$ cat config.mk
export PLATFORM = sky130hd
export DESIGN_NAME = adc_4ch_axis_packer
export DESIGN_NICKNAME = d
export VERILOG_FILES = /design/src/rtl/adc_4ch_axis_packer.sv
export SDC_FILE = /design/constraint.sdc
export NUM_CORES = 1
export LEC_CHECK = 0
export CAP_MARGIN = 5
export CELL_PAD_IN_SITES_DETAIL_PLACEMENT = 0
export CELL_PAD_IN_SITES_GLOBAL_PLACEMENT = 1
export CORE_ASPECT_RATIO = 1.2
export CORE_MARGIN = 3
export CORE_UTILIZATION = 50
export DETAILED_ROUTE_END_ITERATION = 8
export DONT_BUFFER_PORTS = 1
export PLACE_DENSITY_LB_ADDON = 0.08
export REMOVE_ABC_BUFFERS = 1
export SLEW_MARGIN = 20
export SYNTH_ARGS = -nofsm -noshare
export SYNTH_HDL_FRONTEND = slang
export SYNTH_SLANG_ARGS = --single-unit
$ cat constraint.sdc
create_clock -name clk_i -period 6.9 [get_ports clk_i]
set_input_delay 1.38 -clock clk_i [delete_from_list [all_inputs] [get_ports clk_i]]
set_output_delay 1.38 -clock clk_i [all_outputs]
set_load 0.005 [all_outputs]
$ cat src/rtl/adc_4ch_axis_packer.sv
`timescale 1ns/1ps
`default_nettype none
// ============================================================================
// Module   : adc_4ch_axis_packer
// Purpose  : Captures decimated 4-channel ADC sample sets into fixed-length
//            frames. Each set becomes one 64-bit AXI4-Stream word (lane A in
//            [15:0], each lane sign-extended to 16 bits). A small FWFT FIFO
//            absorbs downstream backpressure, and a sticky flag records
//            samples lost to a full FIFO.
// Revision : 1.0 - initial release
// ============================================================================
module adc_4ch_axis_packer #(
  parameter int DW         = 14,
  parameter int FIFO_DEPTH = 16,
  parameter int LEN_W      = 16
) (
  input  logic             clk_i,
  input  logic             rstn_i,
  input  logic [DW-1:0]    adc_a_i,
  input  logic [DW-1:0]    adc_b_i,
  input  logic [DW-1:0]    adc_c_i,
  input  logic [DW-1:0]    adc_d_i,
  input  logic             adc_vld_i,
  input  logic [15:0]      cfg_dec_i,
  input  logic [LEN_W-1:0] cfg_len_i,
  input  logic             start_i,
  input  logic             stop_i,
  input  logic             ovf_clr_i,
  output logic [63:0]      m_axis_tdata,
  output logic             m_axis_tvalid,
  input  logic             m_axis_tready,
  output logic             m_axis_tlast,
  output logic             busy_o,
  output logic             ovf_o,
  output logic [LEN_W-1:0] smp_cnt_o
);

  localparam int              c_aw    = $clog2(FIFO_DEPTH);
  localparam logic [c_aw:0]   c_depth = (c_aw+1)'(FIFO_DEPTH);

  typedef enum logic [1:0] {
    S_IDLE  = 2'd0,
    S_RUN   = 2'd1,
    S_DRAIN = 2'd2
  } state_t;

  state_t r_state;
  state_t w_state_nxt;

  logic [LEN_W-1:0] r_len;
  logic [15:0]      r_dec;
  logic [15:0]      r_dec_cnt;
  logic [LEN_W-1:0] r_smp_cnt;
  logic             r_ovf;

  logic [64:0]      r_mem [FIFO_DEPTH];
  logic [c_aw-1:0]  r_wptr;
  logic [c_aw-1:0]  r_rptr;
  logic [c_aw:0]    r_count;

  logic             w_start;
  logic             w_accept;
  logic             w_is_last;
  logic             w_pop;
  logic             w_room;
  logic             w_push;
  logic             w_drop;
  logic             w_drain_done;
  logic [63:0]      w_word;

  // Widen one two's-complement sample to a 16-bit lane.
  function automatic logic [15:0] sext(input logic [DW-1:0] x);
    logic [15:0] v;
    v         = {16{x[DW-1]}};
    v[DW-1:0] = x;
    return v;
  endfunction

  assign w_word    = {sext(adc_d_i), sext(adc_c_i), sext(adc_b_i), sext(adc_a_i)};

  assign w_start   = (r_state == S_IDLE) && start_i && (cfg_len_i != '0) && !stop_i;
  assign w_accept  = (r_state == S_RUN) && adc_vld_i && (r_dec_cnt == 16'd0);
  assign w_is_last = (r_smp_cnt == (r_len - LEN_W'(1)));
  assign w_pop     = m_axis_tvalid && m_axis_tready;
  // A full FIFO can still take a word when the head leaves in the same cycle.
  assign w_room    = (r_count != c_depth) || w_pop;
  // A stop only suppresses the push when the word would not have closed the frame.
  assign w_push    = w_accept && w_room && (!stop_i || w_is_last);
  assign w_drop    = w_accept && !w_room && (!stop_i || w_is_last);
  // Drain finishes once the FIFO is empty after this cycle's pop.
  assign w_drain_done = (r_count == '0) || ((r_count == (c_aw+1)'(1)) && w_pop);

  // State register.
  always_ff @(posedge clk_i or negedge rstn_i) begin
    if (!rstn_i) begin
      r_state <= S_IDLE;
    end else begin
      r_state <= w_state_nxt;
    end
  end

  // Next-state decode.
  always_comb begin
    w_state_nxt = r_state;
    case (r_state)
      S_IDLE:  if (w_start) w_state_nxt = S_RUN;
      S_RUN:   if ((w_push && w_is_last) || stop_i) w_state_nxt = S_DRAIN;
      S_DRAIN: if (w_drain_done) w_state_nxt = S_IDLE;
      default: w_state_nxt = S_IDLE;
    endcase
  end

  // Frame configuration latch, decimation phase and pushed-word count.
  always_ff @(posedge clk_i or negedge rstn_i) begin
    if (!rstn_i) begin
      r_len     <= '0;
      r_dec     <= 16'd1;
      r_dec_cnt <= 16'd0;
      r_smp_cnt <= '0;
    end else if (w_start) begin
      r_len     <= cfg_len_i;
      r_dec     <= (cfg_dec_i == 16'd0) ? 16'd1 : cfg_dec_i;
      r_dec_cnt <= 16'd0;
      r_smp_cnt <= '0;
    end else if (r_state == S_RUN) begin
      if (adc_vld_i) begin
        r_dec_cnt <= (r_dec_cnt == (r_dec - 16'd1)) ? 16'd0 : (r_dec_cnt + 16'd1);
      end
      if (w_push) begin
        r_smp_cnt <= r_smp_cnt + LEN_W'(1);
      end
    end
  end

  // Sticky overflow; a new drop wins over a clear in the same cycle.
  always_ff @(posedge clk_i or negedge rstn_i) begin
    if (!rstn_i) begin
      r_ovf <= 1'b0;
    end else if (w_drop) begin
      r_ovf <= 1'b1;
    end else if (ovf_clr_i) begin
      r_ovf <= 1'b0;
    end
  end

  // FIFO storage; contents are don't-care while the matching count is zero.
  always_ff @(posedge clk_i) begin
    if (w_push) begin
      r_mem[r_wptr] <= {w_is_last, w_word};
    end
  end

  // FIFO pointers and occupancy.
  always_ff @(posedge clk_i or negedge rstn_i) begin
    if (!rstn_i) begin
      r_wptr  <= '0;
      r_rptr  <= '0;
      r_count <= '0;
    end else begin
      if (w_push) r_wptr <= r_wptr + c_aw'(1);
      if (w_pop)  r_rptr <= r_rptr + c_aw'(1);
      case ({w_push, w_pop})
        2'b10:   r_count <= r_count + (c_aw+1)'(1);
        2'b01:   r_count <= r_count - (c_aw+1)'(1);
        default: r_count <= r_count;
      endcase
    end
  end

  assign m_axis_tvalid = (r_count != '0);
  assign m_axis_tdata  = m_axis_tvalid ? r_mem[r_rptr][63:0] : 64'd0;
  assign m_axis_tlast  = m_axis_tvalid && r_mem[r_rptr][64];
  assign busy_o        = (r_state != S_IDLE);
  assign ovf_o         = r_ovf;
  assign smp_cnt_o     = r_smp_cnt;

endmodule
`default_nettype wire

==> reports/metrics.cfg <==
[run_status]
status = completed

[setup_path]
timing.critical_path.fanout_max = 46
ff2ff_path_depth = 11
r2r_start = r_len[0]
critical_path.endpoint_type = register
crit_path_start = r_len[0]
critPathKind = reg -> reg
kind_of_start_point_of_the_critical_path = register
timing.critical_path.required_ps = 7160
worst-endpoint-arrival_ps = 5500

[power]
finalPower_w = 0.01663
power_density_nw_per_um2 = 374.4
ir_drop_v = 0.0003519
total_leakage_power_nw = 14.18

[yosys]
largest_family_of_logic_cells_by_synthesized_area = multiplexers
synth.mux.area_fraction = 0.1629
ys_types = 75
post-synth-top-count-cell = sky130_fd_sc_hd__edfxtp_1
syn-instance-count = 1970
seq_area_frac_synth = 0.7390
netlist_area_um2 = 39770
async_flop_share = 0.08065
synth-edff-count = 912
synth_simple_gate_area_frac = 0.05261
yosysWarningCount = 0
synth.top_cells.by_count = 912 x sky130_fd_sc_hd__edfxtp_1, 285 x sky130_fd_sc_hd__mux4_2, 143 x sky130_fd_sc_hd__nand2_1
synth_top_area_cell = sky130_fd_sc_hd__edfxtp_1
synth-xor-area-share = 0.01092
synth_area_in_adders = 0.004405
ys_ff_latch = 992
syn_avg_cell_area_um2 = 20.19
ys_top_cells_by_area = sky130_fd_sc_hd__edfxtp_1 69%, sky130_fd_sc_hd__mux4_2 16%, sky130_fd_sc_hd__dfrtp_1 5.0%
yosys.area.top_type_share = 0.6886
yosys_most_used_dff = sky130_fd_sc_hd__edfxtp_1
synth_compound_gate_area_share = 0.01598

[cts]
clock_sinks = 992
clock_insertion_delay_at_the_later_pin_of_the_skew_report_ps = 650
cts.reportedPaths.clkPinSlew_ps = 60
cts_hold_repair.buffers = 0
h_tree_depth = 3
numCtsBuffers = 97
clockBufferDepth = 3
post_cts.resized_instances = 0
postCtsSetupRepairBufs = 0
tritoncts = done
ctsRootBufferMaster = sky130_fd_sc_hd__clkbuf_16

[route]
post-route-drc-count = 0
route.vias.total = 18650
wl_met1_um = 33530
detail-route-antenna-nets = 0
drt-total-wl_um = 83090
dr_wl_met2_um = 44240
first_pass_iters = 5
wl_met3_um = 4163
routed_via_density = 6.015
detail_route.wl_per_cell_um = 26.80
highest_metal_layer_with_signal_wires = met4
number_of_drc_violations_after_detailed_routing_iteration_0 = 1262

[timing]
tns_ps = 0
final_hold_viol_count = 0
timing.final.max_slew_violations = 0
worstMarginPinSlew_ps = 1006
final.setup_skew_ps = 21.45
hold-worst-slack_ps = 436.1
final-setup-viol-count = 0
period_minus_slack_ps = 5237
max_slew_margin = 0.3277
post_layout_worst_setup_margin_ps = 1663
setup_repair_after_global_routing_missed_its_margin = false
final_min_period_over_clock_period = 0.7590
clock.fmax_mhz = 191.0

[placement]
port_buffers = 0
pre_cts_slack_ps = 1639
finalWeightedCongestion = 0.8090
hpwl_um = 47020
dpl.cell_count = 2918

[floorplanning]
start_util = 0.5077
die_x_um = 263.5
dieHeight_um = 314.9
pin_count = 179
fp-row-count = 112
core_region_area_um2 = 78340
die_area_um2 = 82970

[finish]
post_route_cells_drive_above_1_share = 0.2422
area_growth_pct = 11.67
fillerInstances = 5826
final_net_count = 2103
layoutNonFillerInstCount = 3100

[global_route]
grt_util_all_layers = 0.2044
grt_max_degree = 91
vias_in_the_first_global_route = 20160
antenna_found_initial = 1
grt_pass1_wl_um = 127300
grt_overflow = 0

[run]
max_cap_violations = 0

[worst_hold_path]
holdCritPathClass = in -> async

[sequential cells by signal, summed over array words and instances (netlist names)]
name	cells
r_dec	16
smp_cnt_o	16
r_dec_cnt	16
r_mem	912
r_count	5
r_len	16
ovf_o	1
r_state	2
r_rptr	4
r_wptr	4
[layout by cell type (no fill, tap or decap), types with 9 or more instances in the layout]
cell / instances
sky130_fd_sc_hd__ha_1: 14
sky130_fd_sc_hd__dfrtp_1: 75
sky130_fd_sc_hd__o21ai_0: 30
sky130_fd_sc_hd__clkinv_1: 15
sky130_fd_sc_hd__nand2_1: 143
sky130_fd_sc_hd__bufinv_16: 16
sky130_fd_sc_hd__clkbuf_1: 24
sky130_fd_sc_hd__xor2_1: 18
sky130_fd_sc_hd__nor3_1: 17
sky130_fd_sc_hd__clkinv_2: 15
sky130_fd_sc_hd__edfxtp_1: 912
sky130_fd_sc_hd__buf_12: 11
sky130_fd_sc_hd__nand2b_1: 9
sky130_fd_sc_hd__nor2_1: 31
sky130_fd_sc_hd__nor4_1: 17
sky130_fd_sc_hd__inv_1: 22
sky130_fd_sc_hd__mux4_2: 285
sky130_fd_sc_hd__clkbuf_16: 98
sky130_fd_sc_hd__nand3_1: 23
sky130_fd_sc_hd__buf_4: 24
sky130_fd_sc_hd__nand4_1: 13
sky130_fd_sc_hd__and2_1: 60
sky130_fd_sc_hd__a21oi_1: 17
sky130_fd_sc_hd__xnor2_1: 29
sky130_fd_sc_hd__nor2_4: 12
[cell type report]
| cell class | instances | area, um^2 | share of cell area |
|---|---|---|---|
| repair buffers | 37 | 439.2 | 0.009889 |
| multi-input cells | 844 | 9928 | 0.2236 |
| clock inverters | 54 | 698.2 | 0.01572 |
| diodes | 1 | 2.502 | 0.00005635 |
| inverters | 22 | 82.58 | 0.001860 |
| flip-flops and latches | 992 | 29400 | 0.6621 |
| clock buffers | 124 | 2570 | 0.05787 |
| well taps | 1026 | 1284 | 0.02891 |
[worst max-delay path, stage by stage, from the launching register on]
cell	delay (ps)
sky130_fd_sc_hd__dfrtp_1	460
sky130_fd_sc_hd__inv_1	110
sky130_fd_sc_hd__ha_1	300
sky130_fd_sc_hd__or3b_2	510
sky130_fd_sc_hd__or4_2	640
sky130_fd_sc_hd__xnor2_1	180
sky130_fd_sc_hd__a21oi_1	160
sky130_fd_sc_hd__a41oi_1	170
sky130_fd_sc_hd__nor2_1	640
sky130_fd_sc_hd__nand2_1	430
sky130_fd_sc_hd__nor2_4	470
sky130_fd_sc_hd__buf_4	710
[path summary, 6_finish.rpt]
path / endpoint / slack (ps)
min: r_dec[8] / 440
max: r_mem[15][53] / 1660
min in group clk_i: r_count[3] / 510
max in group asynchronous: r_dec[0] / 6290
min reg2reg: r_count[3] / 510
max reg2reg: r_mem[15][53] / 1660
[cell families after synthesis]
kind of cell / after synthesis
flip-flops: 992
AND/OR/NAND/NOR: 400
multiplexers: 291
buffers and inverters: 134
AO/OA/AOI/OAI: 91
XOR/XNOR: 48
adder cells (fa/ha/maj): 14
[where the power goes]
part           internal [W]  leakage [nW]  switching, W
Combinational       0.00219          3.35       0.00187
Sequential          0.00671          9.24      0.000427
Clock               0.00323          1.59       0.00220
[metal layers]
layer  GRT usage  vias to the layer above
li1            -                     8103
met1      0.2642                    10070
met2      0.3623                      383
met3     0.03887                       91
met4     0.04563                        0
met5           0                        -
[per-stage QoR]
stage            util  instance area, um^2
2_1_floorplan       -                39290
3_3_place_gp   0.5242                41070
3_5_place_dp   0.5242                41070
4_1_cts        0.5660                44340
5_1_grt        0.5669                44410
6_report       0.5669                44410
No activity file was read; power rests on OpenSTA's default activity.
